==> src/rtl/addsub_pkg.sv <==
// Shared definitions for the adder/subtractor result stage: default width,
// skid-buffer occupancy encoding and the packed entry stored per result.
package addsub_pkg;

  localparam int ADDSUB_WIDTH = 4;

  typedef enum logic [1:0] {
    EMPTY = 2'd0,
    ONE   = 2'd1,
    FULL  = 2'd2
  } occ_state_t;

  typedef struct packed {
    logic [ADDSUB_WIDTH-1:0] result;
    logic                    carry;
    logic                    borrow;
    logic                    zero;
    logic                    neg;
    logic                    ovf;
  } entry_t;

endpackage

==> src/rtl/addsub_flag_gen.sv <==
// Combinational status-flag derivation for one adder/subtractor result.
// Optional macro ADDSUB_SAT_EN clamps overflowed results to the signed
// max/min; zero and neg then describe the clamped value.
module addsub_flag_gen
  import addsub_pkg::*;
#(
  parameter int WIDTH = ADDSUB_WIDTH
) (
  input  logic [WIDTH-1:0] a,
  input  logic [WIDTH-1:0] b,
  input  logic             mode,
  input  logic [WIDTH-1:0] s,
  input  logic             cout,
  output entry_t           entry
);

  localparam int MSB = WIDTH - 1;

  logic             ovf;
  logic [WIDTH-1:0] result;

  // Derive overflow, the emitted result and the flags that follow from it
  always_comb begin
    if (mode) begin
      ovf = (a[MSB] != b[MSB]) && (s[MSB] != a[MSB]);
    end else begin
      ovf = (a[MSB] == b[MSB]) && (s[MSB] != a[MSB]);
    end
`ifdef ADDSUB_SAT_EN
    if (ovf) begin
      result = a[MSB] ? {1'b1, {(WIDTH-1){1'b0}}} : {1'b0, {(WIDTH-1){1'b1}}};
    end else begin
      result = s;
    end
`else
    result = s;
`endif
    entry.result = result;
    entry.carry  = ~mode & cout;
    entry.borrow = mode & ~cout;
    entry.zero   = (result == '0);
    entry.neg    = result[MSB];
    entry.ovf    = ovf;
  end

endmodule

==> src/rtl/addsub_result_stage.sv <==
// Registered result stage behind the 4-bit adder/subtractor: a 2-entry skid
// buffer with valid/ready on both sides plus a saturating overflow counter.
// Optional macro ADDSUB_SAT_EN enables result clamping in addsub_flag_gen.
module addsub_result_stage
  import addsub_pkg::*;
#(
  parameter int WIDTH = ADDSUB_WIDTH,
  parameter int CNT_W = 8
) (
  input  logic             clk,
  input  logic             rst_n,
  input  logic             in_valid,
  output logic             in_ready,
  input  logic [WIDTH-1:0] in_a,
  input  logic [WIDTH-1:0] in_b,
  input  logic             in_mode,
  input  logic [WIDTH-1:0] in_s,
  input  logic             in_cout,
  output logic             out_valid,
  input  logic             out_ready,
  output logic [WIDTH-1:0] out_result,
  output logic             out_carry,
  output logic             out_borrow,
  output logic             out_zero,
  output logic             out_neg,
  output logic             out_ovf,
  input  logic             ovf_clr,
  output logic [CNT_W-1:0] ovf_cnt
);

  localparam logic [CNT_W-1:0] CNT_MAX = '1;

  occ_state_t state;
  entry_t     new_entry;
  entry_t     head;
  entry_t     tail;
  logic       push;
  logic       pop;

  addsub_flag_gen #(
    .WIDTH(WIDTH)
  ) u_flag_gen (
    .a    (in_a),
    .b    (in_b),
    .mode (in_mode),
    .s    (in_s),
    .cout (in_cout),
    .entry(new_entry)
  );

  assign push = in_valid && in_ready;
  assign pop  = out_valid && out_ready;

  // Occupancy FSM moving entries through head/tail with registered handshakes
  always_ff @(posedge clk or negedge rst_n) begin
    if (!rst_n) begin
      state     <= EMPTY;
      head      <= '0;
      tail      <= '0;
      in_ready  <= 1'b1;
      out_valid <= 1'b0;
    end else begin
      case (state)
        EMPTY: begin
          if (push) begin
            head      <= new_entry;
            state     <= ONE;
            out_valid <= 1'b1;
          end
        end
        ONE: begin
          if (push && !pop) begin
            tail     <= new_entry;
            state    <= FULL;
            in_ready <= 1'b0;
          end else if (pop && !push) begin
            state     <= EMPTY;
            out_valid <= 1'b0;
          end else if (push && pop) begin
            head <= new_entry;
          end
        end
        FULL: begin
          if (pop) begin
            head     <= tail;
            state    <= ONE;
            in_ready <= 1'b1;
          end
        end
        default: begin
          state     <= EMPTY;
          in_ready  <= 1'b1;
          out_valid <= 1'b0;
        end
      endcase
    end
  end

  // Saturating count of accepted overflow results; clear wins over increment
  always_ff @(posedge clk or negedge rst_n) begin
    if (!rst_n) begin
      ovf_cnt <= '0;
    end else if (ovf_clr) begin
      ovf_cnt <= '0;
    end else if (push && new_entry.ovf && (ovf_cnt != CNT_MAX)) begin
      ovf_cnt <= ovf_cnt + 1'b1;
    end
  end

  assign out_result = head.result;
  assign out_carry  = head.carry;
  assign out_borrow = head.borrow;
  assign out_zero   = head.zero;
  assign out_neg    = head.neg;
  assign out_ovf    = head.ovf;

endmodule

==> config.mk <==
export PLATFORM = sky130hd
export DESIGN_NAME = addsub_result_stage
export DESIGN_NICKNAME = d
export VERILOG_FILES = /design/src/rtl/addsub_pkg.sv /design/src/rtl/addsub_flag_gen.sv /design/src/rtl/addsub_result_stage.sv
export SDC_FILE = /design/constraint.sdc
export NUM_CORES = 1
export LEC_CHECK = 0
export ABC_AREA = 1
export CAP_MARGIN = 20
export CORE_ASPECT_RATIO = 0.7
export CORE_MARGIN = 5
export CORE_UTILIZATION = 50
export CTS_CLUSTER_SIZE = 24
export DETAILED_ROUTE_END_ITERATION = 10
export GPL_TIMING_DRIVEN = 0
export PLACE_DENSITY = 0.8
export SETUP_SLACK_MARGIN = 0.3
export SYNTH_ARGS = -nofsm -noshare
export SYNTH_HDL_FRONTEND = slang
export SYNTH_HIERARCHICAL = 1
export SYNTH_SLANG_ARGS = --single-unit
==> constraint.sdc <==
create_clock -name clk -period 1.8 [get_ports clk]
set_input_delay 0.54 -clock clk [delete_from_list [all_inputs] [get_ports clk]]
set_output_delay 0.54 -clock clk [all_outputs]
set_load 0.01 [all_outputs]
==> metrics <==
status=finished, final reports clean; Internal=1990 uW; Area growth syn-to-layout=48.3%; sw frac=0.400; clock slew at the register clock pins of the worst setup and hold paths=60 ps; unrepaired setup endpoints after global routing=true; most common cell in the netlist=nand2_1; Synthesized Nets=239; Sink Count=30; gpl congestion=0.835; Tcrit/Tclk final=0.843; top post-synthesis cells by count=nand2_1, dfrtp_1, inv_1; part of the power in registers=0.325; largest net degree at the start of global routing=18; IO Pins=38; Cells after DPL=approximately 290; DR vias=1643; cell leakage power=0.00125 uW; worst-path fanout max=4; Tot Pwr=3320 uW; worst vdd ir=0.703 mV; Synth Flop Type=dfrtp_1; post-synth top area share=0.432; CTS tree=done; EDFF count, synth=0; first-pass iteration count of the detailed router=4; crit path capture type=flop; Cell variety after synth=22; HPWL Detailed=2780 um; Hold/Removal Path Class=flop to flop; register bit count reported by yosys=30; Setup CP Type=input pin to flop; Avg WL per Cell=14.2 um; Slew headroom=0.520; clock buffer depth=2; Comb power frac=0.524; final net count=301; die height=58.5 um; gr ovfl total=0; core area=0.00319 mm2; Mapped Cells=~220; yosys warns=6; Starting Density=0.527; minimum clock period=1520 ps; Antenna diodes=0; Clock Latency Late Sink=around 280 ps; FP Rows=17; Antenna Nets Post-Route=0; global router's overall resource usage=0.204; synthesized area per cell=7.78 um2; max_cap viols=0; Post-synth ARST share=1.00; Setup violations, final=0; Power Dens Cells=1330 mW/mm2; H-Tree Depth=2; Remaining DRCs=0; Final Core Density=0.781; max-slew violation count=0; Least-Margin Pin Slew=roughly 720 ps; # port buffers=31; Clk pwr share=0.150; f_max=between 0.6 and 0.7 GHz; Die Wd=79.3 um; initial antenna violation count=0; largest cells by area after synthesis=dfrtp_1, nand2_1, inv_1; routed wire length=4480 um; sw power=~1300 uW; crit start category=input pin; final std cells w/o fill=between 300 and 400; clk root buf=clkbuf_8; vias per cell=5.20; Worst EP arrival=1680 ps; vias in the first global route=1494; Max Clock Skew=5.20 ps; Hold Vio Cnt, Final=0; Yosys top cell by area=dfrtp_1; CTS Buf Count=5; worst path required time=1960 ps; drt initial violations=209; sequential fraction of the synthesis area=0.448; Die ar.=0.00464 mm2; area of the mapped netlist=0.00168 mm2; share of layout cells above drive strength 1=0.360; first-pass GRT wire length=7270 um
-- what timing repair did --
| action | CTS | global route |
|---|---|---|
| pin swaps | 12 | 18 |
| endpoints found under the setup margin | 48 | 38 |
| resized for setup | 58 | 57 |
| hold buffers | 0 | 0 |
| setup buffers | 14 | 7 |
| cloned | 2 | 0 |
-- sequential cells by signal (all words and copies together), names as in the netlist --
name,count
state,2
ovf_cnt,8
out_borrow,1
in_ready,1
out_valid,1
out_zero,1
out_ovf,1
tail,9
out_carry,1
out_neg,1
out_result,4
-- through the flow --
stage          hold slack (ps)  setup TNS (ps)  area (um2)  worst slack (ps)
2_1_floorplan              244               0        1690               260
3_3_place_gp               468          -17180        2050              -382
3_5_place_dp               467           -6700        2070              -374
4_1_cts                    477               0        2360               140
5_1_grt                    504               0        2490               204
6_report                   481               0        2490               283
-- kinds of logic (layout without fill, tap and decap cells) --
family / Yosys count / after routing / share of synthesized area
compound gates: 42 / 42 / 0.147
simple gates: 100 / 101 / 0.261
buf+inv: 40 / 101 / 0.115
flops: 30 / 30 / 0.448
fa+ha+maj: 4 / 4 / 0.0298
-- power groups by stage --
stage	sequential (uW)	clock (uW)	combinational, uW
floorplan	1100	0	798
global placement	1060	0	1260
detailed placement	1060	0	1300
CTS	1050	506	1610
global route	1110	558	1880
finish	1080	499	1740
-- metal layers --
layer,vias to the layer above,GRT usage,share of wire,routed length (um)
li1,803,-,-,-
met1,763,0.286,0.45,2030
met2,69,0.305,0.46,2040
met3,8,0.0489,0.073,325
met4,0,0.0833,0.019,83
met5,-,0,0,0
-- cell usage in the layout, fill, tap and decap left out, types with 4 or more instances in the layout --
cell,Yosys,final
a21oi_1,8,7
buf_4,7,25
buf_6,0,6
clkbuf_8,0,5
clkdlybuf4s15_1,0,14
clkdlybuf4s50_1,0,6
dfrtp_1,29,28
dlygate4sd2_1,0,4
inv_1,27,20
inv_2,4,6
inv_4,0,4
nand2_1,58,48
nand2_2,8,13
nand2_4,2,8
nand3_1,10,7
nor2_1,16,14
o21ai_0,11,9
o21ai_1,13,14
o21ai_2,9,10
-- layout make-up --
class | instances | area [um2]
Clock buffer | 7 | 76.3
Inverter | 31 | 131
Timing Repair Buffer | 54 | 513
Buffer | 9 | 87.6
Multi-Input combinational cell | 147 | 883
Fill cell | 216 | 698
Tap cell | 38 | 47.5
Sequential cell | 30 | 753
-- critical path: stages --
cell,delay [ps]
dlygate4sd2_1,250
nand2_4,110
inv_4,50
ha_4,160
inv_4,50
nand3_2,70
nand2_2,90
nand2_4,100
buf_6,150
nand2_2,50
o21ai_2,50
-- path summary, 6_finish.rpt --
path | startpoint | to | slack [ps] | cells after the start
setup / recovery | in_valid | out_result[0]$_DFFE_PN0P_ | 280 | 11
hold / removal | out_neg$_DFFE_PN0P_ | out_neg$_DFFE_PN0P_ | 480 | 2
setup reg to reg | in_ready$_DFFE_PN1P_ | out_result[0]$_DFFE_PN0P_ | 280 | 9
hold reg to reg | out_neg$_DFFE_PN0P_ | out_neg$_DFFE_PN0P_ | 480 | 2
max in group asynchronous | rst_n | tail[8]$_DFFE_PN0P_ | 580 | 2
min in group asynchronous | rst_n | ovf_cnt[7]$_DFFE_PN0P_ | 690 | 1
No activity file was read; power rests on OpenSTA's default activity.
